`src/rtl/decode_pkg.sv`:
```
// decode_pkg: shared MIPS decode constants, ctrl/exc bit indices and the
// queue entry payload used by decode_queue and decq_ctrl_dec.
package decode_pkg;

  localparam int unsigned INSTR_W = 32;
  localparam int unsigned CTRL_W  = 14;
  localparam int unsigned EXC_W   = 6;

  // out_ctrl bit positions
  localparam int unsigned CTRL_REGWRITE  = 13;
  localparam int unsigned CTRL_REGDST    = 12;
  localparam int unsigned CTRL_ALUSRC    = 11;
  localparam int unsigned CTRL_BRANCH    = 10;
  localparam int unsigned CTRL_MEMWRITE  = 9;
  localparam int unsigned CTRL_MEMTOREG  = 8;
  localparam int unsigned CTRL_JUMP      = 7;
  localparam int unsigned CTRL_JALR      = 6;
  localparam int unsigned CTRL_SIGN_EXT  = 5;
  localparam int unsigned CTRL_HILODST   = 4;
  localparam int unsigned CTRL_HILOWRITE = 3;
  localparam int unsigned CTRL_HILOREAD  = 2;
  localparam int unsigned CTRL_MEMREAD   = 1;
  localparam int unsigned CTRL_RAWRITE   = 0;

  // out_exc bit positions
  localparam int unsigned EXC_INVALID = 5;
  localparam int unsigned EXC_SYSCALL = 4;
  localparam int unsigned EXC_BREAK   = 3;
  localparam int unsigned EXC_ERET    = 2;
  localparam int unsigned EXC_CP0WE   = 1;
  localparam int unsigned EXC_CP0READ = 0;

  // primary opcodes
  localparam logic [5:0] OP_SPECIAL = 6'b000000;
  localparam logic [5:0] OP_REGIMM  = 6'b000001;
  localparam logic [5:0] OP_J       = 6'b000010;
  localparam logic [5:0] OP_JAL     = 6'b000011;
  localparam logic [5:0] OP_BEQ     = 6'b000100;
  localparam logic [5:0] OP_BNE     = 6'b000101;
  localparam logic [5:0] OP_BLEZ    = 6'b000110;
  localparam logic [5:0] OP_BGTZ    = 6'b000111;
  localparam logic [5:0] OP_ADDI    = 6'b001000;
  localparam logic [5:0] OP_ADDIU   = 6'b001001;
  localparam logic [5:0] OP_SLTI    = 6'b001010;
  localparam logic [5:0] OP_SLTIU   = 6'b001011;
  localparam logic [5:0] OP_ANDI    = 6'b001100;
  localparam logic [5:0] OP_ORI     = 6'b001101;
  localparam logic [5:0] OP_XORI    = 6'b001110;
  localparam logic [5:0] OP_LUI     = 6'b001111;
  localparam logic [5:0] OP_COP0    = 6'b010000;
  localparam logic [5:0] OP_LB      = 6'b100000;
  localparam logic [5:0] OP_LH      = 6'b100001;
  localparam logic [5:0] OP_LW      = 6'b100011;
  localparam logic [5:0] OP_LBU     = 6'b100100;
  localparam logic [5:0] OP_LHU     = 6'b100101;
  localparam logic [5:0] OP_SB      = 6'b101000;
  localparam logic [5:0] OP_SH      = 6'b101001;
  localparam logic [5:0] OP_SW      = 6'b101011;

  // SPECIAL funct codes
  localparam logic [5:0] FN_SLL     = 6'b000000;
  localparam logic [5:0] FN_SRL     = 6'b000010;
  localparam logic [5:0] FN_SRA     = 6'b000011;
  localparam logic [5:0] FN_SLLV    = 6'b000100;
  localparam logic [5:0] FN_SRLV    = 6'b000110;
  localparam logic [5:0] FN_SRAV    = 6'b000111;
  localparam logic [5:0] FN_JR      = 6'b001000;
  localparam logic [5:0] FN_JALR    = 6'b001001;
  localparam logic [5:0] FN_SYSCALL = 6'b001100;
  localparam logic [5:0] FN_BREAK   = 6'b001101;
  localparam logic [5:0] FN_MFHI    = 6'b010000;
  localparam logic [5:0] FN_MTHI    = 6'b010001;
  localparam logic [5:0] FN_MFLO    = 6'b010010;
  localparam logic [5:0] FN_MTLO    = 6'b010011;
  localparam logic [5:0] FN_MULT    = 6'b011000;
  localparam logic [5:0] FN_MULTU   = 6'b011001;
  localparam logic [5:0] FN_DIV     = 6'b011010;
  localparam logic [5:0] FN_DIVU    = 6'b011011;
  localparam logic [5:0] FN_ADD     = 6'b100000;
  localparam logic [5:0] FN_ADDU    = 6'b100001;
  localparam logic [5:0] FN_SUB     = 6'b100010;
  localparam logic [5:0] FN_SUBU    = 6'b100011;
  localparam logic [5:0] FN_AND     = 6'b100100;
  localparam logic [5:0] FN_OR      = 6'b100101;
  localparam logic [5:0] FN_XOR     = 6'b100110;
  localparam logic [5:0] FN_NOR     = 6'b100111;
  localparam logic [5:0] FN_SLT     = 6'b101010;
  localparam logic [5:0] FN_SLTU    = 6'b101011;
  localparam logic [5:0] FN_ERET    = 6'b011000;

  // REGIMM rt codes
  localparam logic [4:0] RT_BLTZ   = 5'b00000;
  localparam logic [4:0] RT_BGEZ   = 5'b00001;
  localparam logic [4:0] RT_BLTZAL = 5'b10000;
  localparam logic [4:0] RT_BGEZAL = 5'b10001;

  // COP0 rs codes
  localparam logic [4:0] RS_MFC0 = 5'b00000;
  localparam logic [4:0] RS_MTC0 = 5'b00100;
  localparam logic [4:0] RS_CO   = 5'b10000;

  // One queue slot (PC is held separately since its width is a parameter)
  typedef struct packed {
    logic [INSTR_W-1:0] instr;
    logic [CTRL_W-1:0]  ctrl;
    logic [EXC_W-1:0]   exc;
    logic               is_ds;
  } decq_entry_t;

  // Entry opens a branch delay slot
  function automatic logic is_xfer(input logic [CTRL_W-1:0] ctrl);
    return ctrl[CTRL_BRANCH] | ctrl[CTRL_JUMP] | ctrl[CTRL_JALR];
  endfunction

endpackage

```
`src/rtl/decq_ctrl_dec.sv`:
```
// decq_ctrl_dec: combinational MIPS main decoder, instr -> {ctrl, exc}.
// Ports: instr (32) in; ctrl_c (14) out; exc_c (6) out.
// Any unknown opcode, funct, REGIMM rt or COP0 form raises exc invalid with
// ctrl and the remaining exc bits forced to zero.
module decq_ctrl_dec
  import decode_pkg::*;
(
  input  logic [INSTR_W-1:0] instr,
  output logic [CTRL_W-1:0]  ctrl_c,
  output logic [EXC_W-1:0]   exc_c
);

  logic [5:0] op;
  logic [4:0] rs;
  logic [4:0] rt;
  logic [5:0] funct;
  logic       invalid;

  assign op    = instr[31:26];
  assign rs    = instr[25:21];
  assign rt    = instr[20:16];
  assign funct = instr[5:0];

  always_comb begin
    ctrl_c  = '0;
    exc_c   = '0;
    invalid = 1'b0;
    case (op)
      OP_SPECIAL: begin
        case (funct)
          FN_ADD, FN_ADDU, FN_SUB, FN_SUBU, FN_SLT, FN_SLTU,
          FN_AND, FN_OR, FN_XOR, FN_NOR,
          FN_SLL, FN_SRL, FN_SRA, FN_SLLV, FN_SRLV, FN_SRAV: begin
            ctrl_c[CTRL_REGWRITE] = 1'b1;
            ctrl_c[CTRL_REGDST]   = 1'b1;
          end
          FN_JR: ctrl_c[CTRL_JALR] = 1'b1;
          FN_JALR: begin
            ctrl_c[CTRL_JALR]     = 1'b1;
            ctrl_c[CTRL_REGWRITE] = 1'b1;
            ctrl_c[CTRL_REGDST]   = 1'b1;
          end
          FN_MULT, FN_MULTU, FN_DIV, FN_DIVU: ctrl_c[CTRL_HILOWRITE] = 1'b1;
          FN_MFHI, FN_MFLO: begin
            ctrl_c[CTRL_REGWRITE] = 1'b1;
            ctrl_c[CTRL_REGDST]   = 1'b1;
            ctrl_c[CTRL_HILOREAD] = 1'b1;
            ctrl_c[CTRL_HILODST]  = (funct == FN_MFHI);
          end
          FN_MTHI, FN_MTLO: begin
            ctrl_c[CTRL_HILOWRITE] = 1'b1;
            ctrl_c[CTRL_HILODST]   = (funct == FN_MTHI);
          end
          FN_SYSCALL: exc_c[EXC_SYSCALL] = 1'b1;
          FN_BREAK:   exc_c[EXC_BREAK]   = 1'b1;
          default:    invalid = 1'b1;
        endcase
      end
      // rt[4] selects the linking forms BLTZAL/BGEZAL
      OP_REGIMM: begin
        if (rt == RT_BLTZ || rt == RT_BGEZ || rt == RT_BLTZAL || rt == RT_BGEZAL) begin
          ctrl_c[CTRL_BRANCH]   = 1'b1;
          ctrl_c[CTRL_SIGN_EXT] = 1'b1;
          ctrl_c[CTRL_REGWRITE] = rt[4];
          ctrl_c[CTRL_JALR]     = rt[4];
          ctrl_c[CTRL_RAWRITE]  = rt[4];
        end else begin
          invalid = 1'b1;
        end
      end
      OP_J: ctrl_c[CTRL_JUMP] = 1'b1;
      OP_JAL: begin
        ctrl_c[CTRL_JUMP]     = 1'b1;
        ctrl_c[CTRL_REGWRITE] = 1'b1;
        ctrl_c[CTRL_RAWRITE]  = 1'b1;
      end
      OP_BEQ, OP_BNE, OP_BLEZ, OP_BGTZ: begin
        ctrl_c[CTRL_BRANCH]   = 1'b1;
        ctrl_c[CTRL_SIGN_EXT] = 1'b1;
      end
      OP_ADDI, OP_ADDIU, OP_SLTI, OP_SLTIU: begin
        ctrl_c[CTRL_REGWRITE] = 1'b1;
        ctrl_c[CTRL_ALUSRC]   = 1'b1;
        ctrl_c[CTRL_SIGN_EXT] = 1'b1;
      end
      OP_ANDI, OP_ORI, OP_XORI, OP_LUI: begin
        ctrl_c[CTRL_REGWRITE] = 1'b1;
        ctrl_c[CTRL_ALUSRC]   = 1'b1;
      end
      OP_LB, OP_LH, OP_LW, OP_LBU, OP_LHU: begin
        ctrl_c[CTRL_REGWRITE] = 1'b1;
        ctrl_c[CTRL_ALUSRC]   = 1'b1;
        ctrl_c[CTRL_SIGN_EXT] = 1'b1;
        ctrl_c[CTRL_MEMTOREG] = 1'b1;
        ctrl_c[CTRL_MEMREAD]  = 1'b1;
      end
      OP_SB, OP_SH, OP_SW: begin
        ctrl_c[CTRL_ALUSRC]   = 1'b1;
        ctrl_c[CTRL_SIGN_EXT] = 1'b1;
        ctrl_c[CTRL_MEMWRITE] = 1'b1;
      end
      // ERET is only accepted in its exact canonical encoding
      OP_COP0: begin
        if (rs == RS_MFC0) begin
          ctrl_c[CTRL_REGWRITE] = 1'b1;
          exc_c[EXC_CP0READ]    = 1'b1;
        end else if (rs == RS_MTC0) begin
          exc_c[EXC_CP0WE] = 1'b1;
        end else if (rs == RS_CO && funct == FN_ERET && instr[20:6] == 15'd0) begin
          exc_c[EXC_ERET] = 1'b1;
        end else begin
          invalid = 1'b1;
        end
      end
      default: invalid = 1'b1;
    endcase

    if (invalid) begin
      ctrl_c             = '0;
      exc_c              = '0;
      exc_c[EXC_INVALID] = 1'b1;
    end
  end

endmodule

```
`src/rtl/decode_queue.sv`:
```
// decode_queue: DEPTH-entry instruction FIFO between fetch and ID/EX that
// decodes each instruction once on entry and tags branch delay slots.
// Ports: clk, resetn (sync, active-low), flush;
//   in_valid/in_ready/in_instr/in_pc    - fetch side push handshake;
//   out_valid/out_ready/out_pc/out_instr/out_ctrl/out_exc/out_is_ds - head;
//   count - occupancy.
// Optional macro DECQ_PERF_EN adds perf_full_cyc / perf_empty_cyc (32-bit
// saturating cycle counters, cleared only by resetn).
module decode_queue
  import decode_pkg::*;
#(
  parameter int unsigned DEPTH = 4,
  parameter int unsigned PC_W  = 32
) (
  input  logic                       clk,
  input  logic                       resetn,
  input  logic                       flush,
  input  logic                       in_valid,
  output logic                       in_ready,
  input  logic [31:0]                in_instr,
  input  logic [PC_W-1:0]            in_pc,
  output logic                       out_valid,
  input  logic                       out_ready,
  output logic [PC_W-1:0]            out_pc,
  output logic [31:0]                out_instr,
  output logic [13:0]                out_ctrl,
  output logic [5:0]                 out_exc,
  output logic                       out_is_ds,
  output logic [$clog2(DEPTH+1)-1:0] count
`ifdef DECQ_PERF_EN
  ,
  output logic [31:0]                perf_full_cyc,
  output logic [31:0]                perf_empty_cyc
`endif
);

  localparam int unsigned PTR_W = $clog2(DEPTH);
  localparam int unsigned CNT_W = $clog2(DEPTH+1);

  logic [PTR_W-1:0] wr_ptr_q, wr_ptr_d;
  logic [PTR_W-1:0] rd_ptr_q, rd_ptr_d;
  logic [CNT_W-1:0] count_q, count_d;
  logic             ds_pending_q, ds_pending_d;

  decq_entry_t      mem_q [DEPTH];
  logic [PC_W-1:0]  pc_q  [DEPTH];

  logic             push, pop, wr_en;
  logic [CTRL_W-1:0] dec_ctrl;
  logic [EXC_W-1:0]  dec_exc;
  decq_entry_t      new_entry;
  decq_entry_t      head;

  // Handshake flags depend only on registered occupancy
  assign in_ready  = (count_q < CNT_W'(DEPTH));
  assign out_valid = (count_q != '0);
  assign push      = in_valid & in_ready;
  assign pop       = out_valid & out_ready;
  assign count     = count_q;

  decq_ctrl_dec u_dec (
    .instr  (in_instr),
    .ctrl_c (dec_ctrl),
    .exc_c  (dec_exc)
  );

  always_comb begin
    new_entry.instr = in_instr;
    new_entry.ctrl  = dec_ctrl;
    new_entry.exc   = dec_exc;
    new_entry.is_ds = ds_pending_q;
  end

  // Pointer/occupancy/delay-slot next state; flush overrides push and pop
  always_comb begin
    wr_ptr_d     = wr_ptr_q;
    rd_ptr_d     = rd_ptr_q;
    count_d      = count_q;
    ds_pending_d = ds_pending_q;
    wr_en        = 1'b0;
    if (flush) begin
      wr_ptr_d     = '0;
      rd_ptr_d     = '0;
      count_d      = '0;
      ds_pending_d = 1'b0;
    end else begin
      if (push) begin
        wr_en        = 1'b1;
        wr_ptr_d     = wr_ptr_q + PTR_W'(1);
        ds_pending_d = is_xfer(dec_ctrl);
      end
      if (pop) begin
        rd_ptr_d = rd_ptr_q + PTR_W'(1);
      end
      case ({push, pop})
        2'b10:   count_d = count_q + CNT_W'(1);
        2'b01:   count_d = count_q - CNT_W'(1);
        default: count_d = count_q;
      endcase
    end
  end

  always_ff @(posedge clk) begin
    if (!resetn) begin
      wr_ptr_q     <= '0;
      rd_ptr_q     <= '0;
      count_q      <= '0;
      ds_pending_q <= 1'b0;
    end else begin
      wr_ptr_q     <= wr_ptr_d;
      rd_ptr_q     <= rd_ptr_d;
      count_q      <= count_d;
      ds_pending_q <= ds_pending_d;
    end
  end

  // Storage needs no reset: occupancy alone decides what is visible
  always_ff @(posedge clk) begin
    if (wr_en) begin
      mem_q[wr_ptr_q] <= new_entry;
      pc_q[wr_ptr_q]  <= in_pc;
    end
  end

  // Head mux, zeroed when empty
  always_comb begin
    head = '0;
    out_pc = '0;
    if (out_valid) begin
      head   = mem_q[rd_ptr_q];
      out_pc = pc_q[rd_ptr_q];
    end
  end

  assign out_instr = head.instr;
  assign out_ctrl  = head.ctrl;
  assign out_exc   = head.exc;
  assign out_is_ds = head.is_ds;

`ifdef DECQ_PERF_EN
  logic [31:0] perf_full_q, perf_full_d;
  logic [31:0] perf_empty_q, perf_empty_d;

  // Saturating occupancy counters, independent of flush
  always_comb begin
    perf_full_d  = perf_full_q;
    perf_empty_d = perf_empty_q;
    if (count_q == CNT_W'(DEPTH) && perf_full_q != '1) begin
      perf_full_d = perf_full_q + 32'd1;
    end
    if (count_q == '0 && perf_empty_q != '1) begin
      perf_empty_d = perf_empty_q + 32'd1;
    end
  end

  always_ff @(posedge clk) begin
    if (!resetn) begin
      perf_full_q  <= '0;
      perf_empty_q <= '0;
    end else begin
      perf_full_q  <= perf_full_d;
      perf_empty_q <= perf_empty_d;
    end
  end

  assign perf_full_cyc  = perf_full_q;
  assign perf_empty_cyc = perf_empty_q;
`endif

endmodule

```
`config.mk`:
```
export PLATFORM = sky130hd
export DESIGN_NAME = decode_queue
export DESIGN_NICKNAME = d
export VERILOG_FILES = /design/src/rtl/decode_pkg.sv /design/src/rtl/decq_ctrl_dec.sv /design/src/rtl/decode_queue.sv
export SDC_FILE = /design/constraint.sdc
export NUM_CORES = 1
export LEC_CHECK = 0
export CAP_MARGIN = 20
export CORE_MARGIN = 5
export CORE_UTILIZATION = 40
export CTS_CLUSTER_SIZE = 40
export DETAILED_ROUTE_END_ITERATION = 12
export MAX_ROUTING_LAYER = met4
export PLACE_DENSITY = 0.7
export REMOVE_ABC_BUFFERS = 1
export SLEW_MARGIN = 5
export SYNTH_ARGS = -nofsm -noshare
export SYNTH_HDL_FRONTEND = slang
export SYNTH_SLANG_ARGS = --single-unit
export TNS_END_PERCENT = 10
```
`constraint.sdc`:
```
create_clock -name clk -period 4.5 [get_ports clk]
set_input_delay 0.45 -clock clk [delete_from_list [all_inputs] [get_ports clk]]
set_output_delay 0.45 -clock clk [all_outputs]
set_load 0.02 [all_outputs]
```
# Word-level counts from Yosys, hierarchy flattened
# Memory sizes are Yosys's and may differ from the RTL's. A register that Yosys moved wholly into a read port is not among the register bits.
# Index checks and enable logic that the tools add are counted.
# word_totals
elab_cells	148
memories	2
in_bits	69
ram_bits	340
ff_bits	8
# op_classes
reduce_logical	27
add_sub_neg	4
mux	47
n_lt_le_gt_ge	1
bitwise_logic	5
n_eq_ne	58
# memory_table
memory	depth	word_bits	rd	rd_clocked_by_memory_dff	wr	line_no	source
mem_q	4	53	1	1	1	decode_queue.sv:45	decq_entry_t mem_q [DEPTH];
pc_q	4	32	1	1	1	decode_queue.sv:46	logic [PC_W-1:0] pc_q [DEPTH];
# op_table
op	count
$eq A6 B6 Y1 const B	18
$eq A6 B4 Y1 const B	12
$eq A6 B5 Y1 const B	9
$mux W53	1
$eq A6 B3 Y1 const B	7
$mux W32	1
$reduce_or A16 Y1	2
$reduce_or A28 Y1	1
$mux W1	25
$eq A6 B2 Y1 const B	4
$reduce_or A22 Y1	1
$reduce_or A19 Y1	1
$mux W2	8
$eq A5 B5 Y1 const B	3
$logic_not A15 Y1	1
$mux W14	1
$reduce_or A14 Y1	1
$logic_not A6 Y1	2
$logic_not A5 Y1	2
$pmux W1 S2	5
$reduce_or A2 Y1	5
$pmux W1 S4	2
$eq A6 B1 Y1 const B	1
$mux W3	2
21 further kinds	27

# Depth between registers and ports, before layout
# Gate-level depths: netlist of run 1.
# logic_depth
word_depth	10
ltp_mapped	8

# Hierarchy
# Synthesis of run 1 repeated with hierarchy kept, for this count alone.
# hier_totals
cells_unflattened	685
area_unflattened_um2	13957.1
# modules_own_cells
mod	seq_area_each_um2	instances	area_per_inst_um2	cells_each
decode_queue	10410.0	1	13385.3	594
decq_ctrl_dec	0.0	1	571.8	91

# Worst setup path after synthesis of run 1
# OpenSTA, ideal clock, no wires.
# synth_timing
kind	register to register
from	reg count_q[2], in the netlist count[2]
to	mem mem_q[0][0] in the netlist's numbering (enable)
synth_period_minus_slack_ns	3.362
setup_slack_ns	1.138
arrival_ns	2.909
path_stages_with_launch	5
path_buffers	0
cell_sequence	dfxtp_1 > inv_1 > nand2_1 > nor2_1 > and2_1
# synth_between
elab_chain_cells	6
# synth_lines
item	line_no	source
from (decl)	decode_queue.sv:42	logic [CNT_W-1:0] count_q, count_d;
from (signal assigned)	decode_queue.sv:112	count_q <= count_d;
$lt A3 B3 Y1	decode_queue.sv:55	assign in_ready = (count_q < CNT_W'(DEPTH));
via in_ready	decode_queue.sv:19	output logic in_ready,
$and A1 B1 Y1	decode_queue.sv:57	assign push = in_valid & in_ready;
$mux W1	decode_queue.sv:87	if (push) begin
$mux W1	decode_queue.sv:81	if (flush) begin
$mux W1	decode_queue.sv:119	if (wr_en) begin
$mux W1 (not written as such)	decode_queue.sv:120	mem_q[wr_ptr_q] <= new_entry;
to (decl)	decode_queue.sv:45	
# The timed path passes the listed nets, and every way through them passes these cells.

==> impl_metrics.tcl, run 1 <==
set metrics [dict create \
    status "completed" \
    final_core_util 0.508 \
    dr_total_vias 6845 \
    critPathRequiredTime_ns 4.05 \
    nets 932 \
    critical_path.endpoint_type "output pin" \
    drc_errors 0 \
    slew_violations 0 \
    wl_per_cell_um 21.5 \
    setup-violations-final 0 \
    design_area_um2 17100 \
    cp_top_family "buffers and inverters" \
    cts-hold-fix-buffers 0 \
    drtAntennaViolNets 0 \
    min_to "mem_q[1][0]" \
    grt_usage 0.154 \
    final_cell_mix "edfxtp_1 (336), clkdlybuf4s50_1 (158), and2_1 (86)" \
    die-area_um2 38000 \
    yosysUniqueCellTypes 47 \
    dp_hpwl_mm 17.2 \
    fin_cells 1336 \
    start_util 0.406 \
    postCtsResizedCells 0 \
    hold_ws_ns 0.519 \
    reg2reg_depth 8 \
    critPathSlowestCell "dfxtp_4" \
    grt_pass1_vias 7328 \
    maxCapViolations 0 \
    synth_area_leaders "edfxtp_1 (74%), mux4_2 (14%), and2_1 (4.1%), dfxtp_1 (1.5%), clkbuf_1 (0.55%)" \
    rsz0062_at_grt "false" \
    min_delay_path_depth 0 \
    fillers 2715 \
    busiest_layer "met2" \
    grt_overflow 0 \
    core_area_um2 33700 \
    cp-start-kind "flop" \
    post_cts_buffers 0 \
    setup_ws_ns 1.03 \
    criticalPathCategory "reg -> out" \
    worst_skew_pair.late_latency_ns 0.51 \
    crit_chain "buf_4 > mux4_2 > and2_1 > clkdlybuf4s50_1" \
    dp_slack_ns 1.47 \
    dpl_cell_area_um2 15800 \
    async_reset_ff_frac 0 \
    area_growth_pct 25.0 \
    cts_max_path_buffers 3 \
    worst-path-buf-inv 2 \
    cts-buffers-inserted 38 \
    gp_congestion 0.725 \
    power.density_nw_per_um2 422 \
    yosys.area.top_type "edfxtp_1" \
    gr-usage-met2 0.238 \
    ys.flop_type "edfxtp_1" \
    globalRouteMet1Util 0.213 \
    min_from "ds_pending_q" \
    die_w_um 195 \
    r2r-start "count[2]" \
    grt_start_max_net_pins 70 \
    die_y_um 195 \
    r2r_slack_ns 1.87 \
    hold_viol 0 \
    syn_area_per_cell_um2 20.1 \
    period_share 0.771 \
    place_inst 1265 \
    wl_mm 28.7 \
    h-tree-depth 2 \
    first_iter_violations 318 \
    synth-seq-area-share 0.751 \
    grt_util_met3 0.0333 \
    yosysTopAreaCellShare 0.737 \
    syn_inst 681 \
    max_stage_delay_ns 0.77 \
    fmax_mhz 288 \
    io_pins 159 \
    via_per_inst 5.12 \
    final_common_cell "edfxtp_1" \
    cp.arrival_ns 3.02 \
    irDropWorstVdd_v 0.000252 \
    relSlewSlack 0.394 \
    grt_first_pass_wirelength_mm 44.0 \
    power.leakage_uw 0.00546 \
    antenna_found_initial 2 \
    dr.pass1.iters 5 \
    cp_max_fo 31 \
    root_buffer "clkbuf_16" \
    finClkSkew_ns 0.0124 \
    max_slew.worst_pin.slew_ns 0.887 \
    synth.ff_latch_count 346 \
    rows 67 \
    period_needed_ns 3.47 \
    tritoncts "yes" \
    io_buffer_count 158 \
    synth_edf_count 336 \
    drive_gt1_frac 0.184 \
    syn_area_um2 13700 \
    ys_warn_count 0 \
    min_path_type "reg -> reg" \
    clkTransAtPathRegs_ns 0.06 \
    r2r_end "count[2]" \
    clock-sinks 346 \
]
report_power, final:
group          total [uW]  leakage [uW]  internal, uW  switching (uW)
clock network        3120      0.000622          1940            1190
registers            3600       0.00323          3590            17.0
logic                 500       0.00160           240             260
cell type report:
type / instances / area [um^2] / area share
Multi-Input combinational cell: 285 / 3190 / 0.187
Sequential cell: 346 / 10300 / 0.602
Clock buffer: 48 / 1050 / 0.0615
Timing Repair Buffer: 172 / 1740 / 0.101
Clock inverter: 20 / 218 / 0.0127
Tap cell: 448 / 561 / 0.0327
Antenna cell: 3 / 7.51 / 0.000439
Inverter: 14 / 52.6 / 0.00307
layer usage:
metal | routed length (um) | share of wire
met3 | 1620 | 0.056
met4 | 469 | 0.016
met5 | 0 | 0
met1 | 13000 | 0.45
met2 | 13700 | 0.48
cell families (layout without fill, tap and decap cells):
logic type	count (synthesis)	in the layout	synth area share
fa+ha+maj	6	6	0.00603
compound gates	27	27	0.0135
xor+xnor	5	5	0.00320
mux	85	85	0.139
flops	346	346	0.751
other cells	0	3	0
simple gates	162	162	0.0705
buf+inv	50	254	0.0164
flip-flops by register name (all words and copies together), names as in the netlist, named ones only:
name / cells
count: 3
ds_pending_q: 1
mem_q: 208
pc_q: 128
rd_ptr_q: 2
wr_ptr_q: 2
metrics by stage:
step / TNS, ns / total power [uW]
5_1_grt: 0 / 7480
3_3_place_gp: 0 / 4170
3_5_place_dp: 0 / 4180
6_report: 0 / 7230
4_1_cts: 0 / 7320
2_1_floorplan: -30.55 / 3910
Yosys cell counts, drive strengths merged (3+ instances only):
library cell / number
nand2: 6
xor2: 3
ha: 5
nor4: 7
mux4: 84
buf: 16
edfxtp: 336
a21oi: 5
o21ai: 5
nor2b: 4
and2: 90
nand2b: 7
inv: 14
dfxtp: 10
a31oi: 4
nor2: 18
or4: 3
or3: 4
nand3: 3
clkbuf: 20
nor3: 8
nor3b: 3
worst register-to-register path, delay by kind of cell, from the launching register on:
kind                     cells  cell delay (ns)
adder cells (fa/ha/maj)      2             0.57
flip-flops                   1             0.39
AO/OA/AOI/OAI                1             0.15
buffers and inverters        1             0.06
XOR/XNOR                     1             0.16
AND/OR/NAND/NOR              3             1.23
worst max-delay path by stage:
stage / from / endpoint / slack [ns] / cells past startpoint
final: flop / out_ctrl[7] / 1.03 / 4
after detailed placement: flop / out_instr[2] / 1.47 / 4
after floorplan: flop / out_ctrl[1] / -0.43 / 2
after global routing: flop / out_is_ds / 0.80 / 4
after global placement: flop / out_pc[29] / 1.47 / 4
after CTS: flop / out_ctrl[7] / 0.91 / 4
Power figures use the tool's default switching activity.
==> run 2, diff against run 1 <==
PLACE_DENSITY = 0.73   (was 0.7)
clock period = 2.9 ns   (was 4.5 ns; I/O delays follow)
==> run 2 against run 1 <==
  * Critical path depth is the same
  * Sequential power is 55% higher
  * Combinational power increased by 60%
  * Register-to-register slack got worse by 0.98 ns
  * Largest cell class unchanged
  * Die area is the same
  * Global-route usage rose by 0.12 points
  * Via count is 1.9% higher
==> impl_metrics.tcl, run 2 (synthesis gave the netlist of run 1 again) <==
set metrics [dict create \
    status "completed" \
    cp.arrival_ns 2.53 \
    power.leakage_uw 0.00562 \
    power_uw 10600 \
    min_path_type "in -> reg" \
    fmax_mhz 354 \
    start_util 0.406 \
    cts_max_path_buffers 3 \
    hold_viol 0 \
    root_buffer "clkbuf_16" \
    setup-violations-final 0 \
    period_needed_ns 2.82 \
    dp_hpwl_mm 17.5 \
    grt_pass1_vias 7574 \
    cp-start-kind "flop" \
    die-area_um2 38000 \
    wl_mm 28.5 \
    clkTransAtPathRegs_ns 0.06 \
    h-tree-depth 2 \
    power.density_nw_per_um2 617 \
    area_growth_pct 25.9 \
    largest_reg_flops 208 \
    finalSetupTns_ns 0 \
    largest_register "mem_q" \
    relSlewSlack 0.571 \
    antenna_found_initial 5 \
    core_area_um2 33700 \
    critical_path.endpoint_type "output pin" \
    max_slew.worst_pin.slew_ns 0.634 \
    final_common_cell "edfxtp_1" \
    grt_first_pass_wirelength_mm 44.7 \
    final_core_util 0.512 \
    dr_total_vias 6977 \
    worst_skew_pair.late_latency_ns 0.50 \
    period_share 0.973 \
    dr.pass1.iters 5 \
    rsz0062_at_grt "true" \
    drive_gt1_frac 0.209 \
    grt_usage 0.155 \
    grt_overflow 0 \
    fin_cells 1361 \
    gp_congestion 0.766 \
    slew_violations 0 \
    nets 959 \
    cts-buffers-inserted 36 \
    cp_max_fo 23 \
    via_per_inst 5.13 \
    finClkSkew_ns 0.0148 \
    die_w_um 195 \
    rows 67 \
    critPathRequiredTime_ns 2.61 \
    drtAntennaViolNets 0 \
    irDropWorstVdd_v 0.000278 \
    criticalPathCategory "reg -> out" \
    wl_per_cell_um 20.9 \
    clock-sinks 346 \
    maxCapViolations 0 \
    r2r_slack_ns 0.89 \
    cts-hold-fix-buffers 0 \
    io_pins 159 \
    final_cell_mix "edfxtp_1 (336), clkdlybuf4s50_1 (152), and2_1 (86)" \
    tritoncts "yes" \
    fillers 2765 \
    drc_errors 0 \
    grt_start_max_net_pins 57 \
    io_buffer_count 158 \
    first_iter_violations 465 \
    place_inst 1291 \
    die_y_um 195 \
]
[run 2: per-layer routing]
metal  part of all wire  vias up  GRT usage
met5                  0        -          -
met4              0.021        0     0.0375
met3              0.056       44     0.0321
met2               0.48      179      0.246
met1               0.44     3610      0.209
li1                   -     3144          -
[run 2: stage by stage]
stage	worst slack, ns	area, um^2	hold WS (ns)
floorplan	-1.87	13500	0.389
global placement	0.366	16100	0.498
detailed placement	0.314	16100	0.505
CTS	0.00789	17200	0.392
global route	-0.0322	17200	0.416
finish	0.0786	17200	0.424
[run 2: final cells by class]
class                   count  area [um^2]  area share
well taps                 448          561      0.0325
repair buffers            201         2040       0.118
flip-flops and latches    346        10300       0.597
diodes                      6         15.0    0.000871
clock buffers              41          941      0.0546
clock inverters            20          149     0.00863
inverters                  14         52.6     0.00305
multi-input cells         285         3190       0.185
[run 2: worst max-delay path, stage by stage, from the launching register on]
cell and delay [ns]:
dfxtp_4 0.49, buf_12 0.26, mux4_2 0.57, and2_1 0.17, clkdlybuf4s50_1 0.53
[run 2: path summary, 6_finish.rpt]
path                                     end  cells past startpoint          from
worst max register to register      count[2]                      8      count[2]
worst min-delay path             pc_q[2][16]                      1     in_pc[16]
worst max-delay path            out_instr[5]                      4          flop
worst min register to register   mem_q[3][0]                      0  ds_pending_q
[run 2: repair_timing]
action / in CTS / in global routing
buffers inserted: 2 / 1
resized for setup: 2 / 4
gates cloned: 0 / 0
setup endpoints to repair: 75 / 34
[run 2: power breakdown]
group,switching (uW),internal (uW)
registers,22.5,5560
clock network,1760,2500
logic,412,389
==> run 3, diff against run 2 <==
==> constraint.sdc (replaced) <==
create_clock -name clk -period 2.9 [get_ports clk]
set_input_delay 0.29 -clock clk [delete_from_list [all_inputs] [get_ports clk]]
set_output_delay 0.29 -clock clk [all_outputs]
set_load 0.1 [all_outputs]
==> run 3 against run 2 <==
  * Clock-buffer cell count grew 7
  * Sequential share of layout area shrank 1.4 points
  * First-iteration DRC count shrank 28%
  * Critical path depth is the same
  * Maximum frequency grew 4.6%
  * Die area is the same
  * Design area grew 2.4%
  * Highest routed layer unchanged
==> impl_metrics.tcl, run 3 (synthesis gave the netlist of run 1 again) <==
set metrics [dict create \
    grt_first_pass_wirelength_mm 44.3 \
    sw_frac_of_total 0.235 \
    grt_start_max_net_pins 87 \
    nets 948 \
    dr_total_vias 6907 \
    intPower_uw 8960 \
    finClkSkew_ns 0.0122 \
    cp.arrival_ns 2.41 \
    finalSetupTns_ns 0 \
    fillers 2702 \
    cp-start-kind "flop" \
    post_cts_buffers 0 \
    criticalPathCategory "reg -> out" \
    die_w_um 195 \
    worst_skew_pair.late_latency_ns 0.51 \
    clock-sinks 346 \
    start_util 0.406 \
    drc_errors 0 \
    io_pins 159 \
    period_needed_ns 2.70 \
    cp_max_fo 16 \
    p_seq_frac 0.477 \
    clkTransAtPathRegs_ns 0.06 \
    final_common_cell "edfxtp_1" \
    crit_chain "buf_4 > mux4_2 > and2_1 > buf_4" \
    drive_gt1_frac 0.299 \
    tritoncts "yes" \
    via_per_inst 5.10 \
    gp_congestion 0.778 \
    critPathMostFrequentCell "buf_4" \
    relSlewSlack 0.362 \
    hold_ws_ns 0.420 \
    dp_hpwl_mm 17.9 \
    cts-buffers-inserted 36 \
    max_stage_delay_ns 0.54 \
    multi_input_area_um2 3190 \
    grt_overflow 0 \
    regArea_um2 10300 \
    min_to "pc_q[0][31]" \
    worst-path-buf-inv 2 \
    rsz0062_at_grt "false" \
    largest_reg_flops 208 \
    root_buffer "clkbuf_16" \
    power.density_nw_per_um2 663 \
    max_slew.worst_pin.slew_ns 0.932 \
    fmax_mhz 371 \
    first_iter_violations 336 \
    reg2reg_depth 8 \
    status "completed" \
    clockPowerShare 0.405 \
    r2r-start "count[2]" \
    irDropWorstVdd_v 0.000375 \
    area_growth_pct 29.0 \
    pwr-share-comb 0.119 \
    cts-hold-fix-buffers 0 \
    min_from "in_pc[31]" \
    power.leakage_uw 0.00586 \
    critical_path.endpoint_type "output pin" \
    wl_mm 28.3 \
    grt_usage 0.154 \
    die-area_um2 38000 \
    h-tree-depth 2 \
    core_area_um2 33700 \
    io_buffer_count 158 \
    cts_max_path_buffers 3 \
    period_share 0.930 \
    min_delay_path_depth 1 \
    min_path_type "in -> reg" \
    wl_per_cell_um 20.9 \
    maxCapViolations 0 \
    antenna_found_initial 5 \
    hold_viol 0 \
    dr.pass1.iters 5 \
    r2r_slack_ns 0.87 \
    critPathRequiredTime_ns 2.61 \
    drtAntennaViolNets 0 \
    slew_violations 0 \
    die_y_um 195 \
    critPathSlowestCell "dfxtp_4" \
    p_sw_uw 2750 \
    cp_top_family "buffers and inverters" \
    final_cell_mix "edfxtp_1 (336), and2_1 (86), mux4_2 (84)" \
    setup-violations-final 0 \
    postCtsResizedCells 0 \
    r2r_end "count[2]" \
    largest_register "mem_q" \
    rows 67 \
    grt_pass1_vias 7562 \
]
==> run 3: worst reg2reg max path, cell delays in order (launching register included) <==
cell and delay [ns]:
dfxtp_1 0.39, inv_1 0.08, nand2_1 0.23, ha_1 0.24, inv_1 0.06, fa_1 0.37, xor2_1 0.16, or3_1 0.31
a21oi_1 0.13
==> run 3: how the worst max path moves through the flow <==
stage | start | endpoint | slack [ns] | depth (start not counted)
floorplan | flop | out_ctrl[1] | -2.86 | 2
global placement | in_instr[11] | mem_q[0][6] | 0.50 | 6
detailed placement | in_instr[3] | mem_q[0][3] | 0.49 | 4
CTS | flop | out_instr[13] | 0.13 | 4
global route | flop | out_instr[13] | 0.05 | 4
finish | flop | out_instr[13] | 0.20 | 4
==> run 3: metrics by stage <==
stage               utilization  cell area, um^2  total power (uW)  setup WS [ns]  cells
finish                    0.524            17700             11700          0.202   1354
floorplan                     -            13500              6560          -2.86    645
detailed placement        0.487            16400              7100          0.494   1283
CTS                       0.524            17700             11800          0.129   1349
global route              0.524            17700             12100         0.0526   1354
global placement          0.487            16400              7080          0.495   1283
==> run 3: power groups by stage <==
| stage | sequential [uW] | clock, uW | combinational, uW |
|---|---|---|---|
| final | 5590 | 4740 | 1390 |
| after global routing | 5590 | 5080 | 1450 |
| after CTS | 5590 | 4850 | 1410 |
| after detailed placement | 5690 | 0 | 1410 |
| after global placement | 5690 | 0 | 1400 |
| after floorplan | 5720 | 0 | 842 |
==> run 3: metal layers <==
metal  vias to the layer above  share of wire  global-route usage
met5                         -              0                   -
met4                         0          0.016              0.0336
met3                        37          0.057              0.0357
met2                       178           0.49               0.244
met1                      3570           0.44               0.206
li1                       3122              -                   -
==> run 3: layout make-up <==
type / count / share of cell area
inverter: 14 / 0.00298
clock inverter: 18 / 0.0140
tap: 448 / 0.0317
multi-input combinational: 285 / 0.181
timing repair buffer: 190 / 0.131
antenna: 5 / 0.000708
clock buffer: 48 / 0.0560
sequential: 346 / 0.583
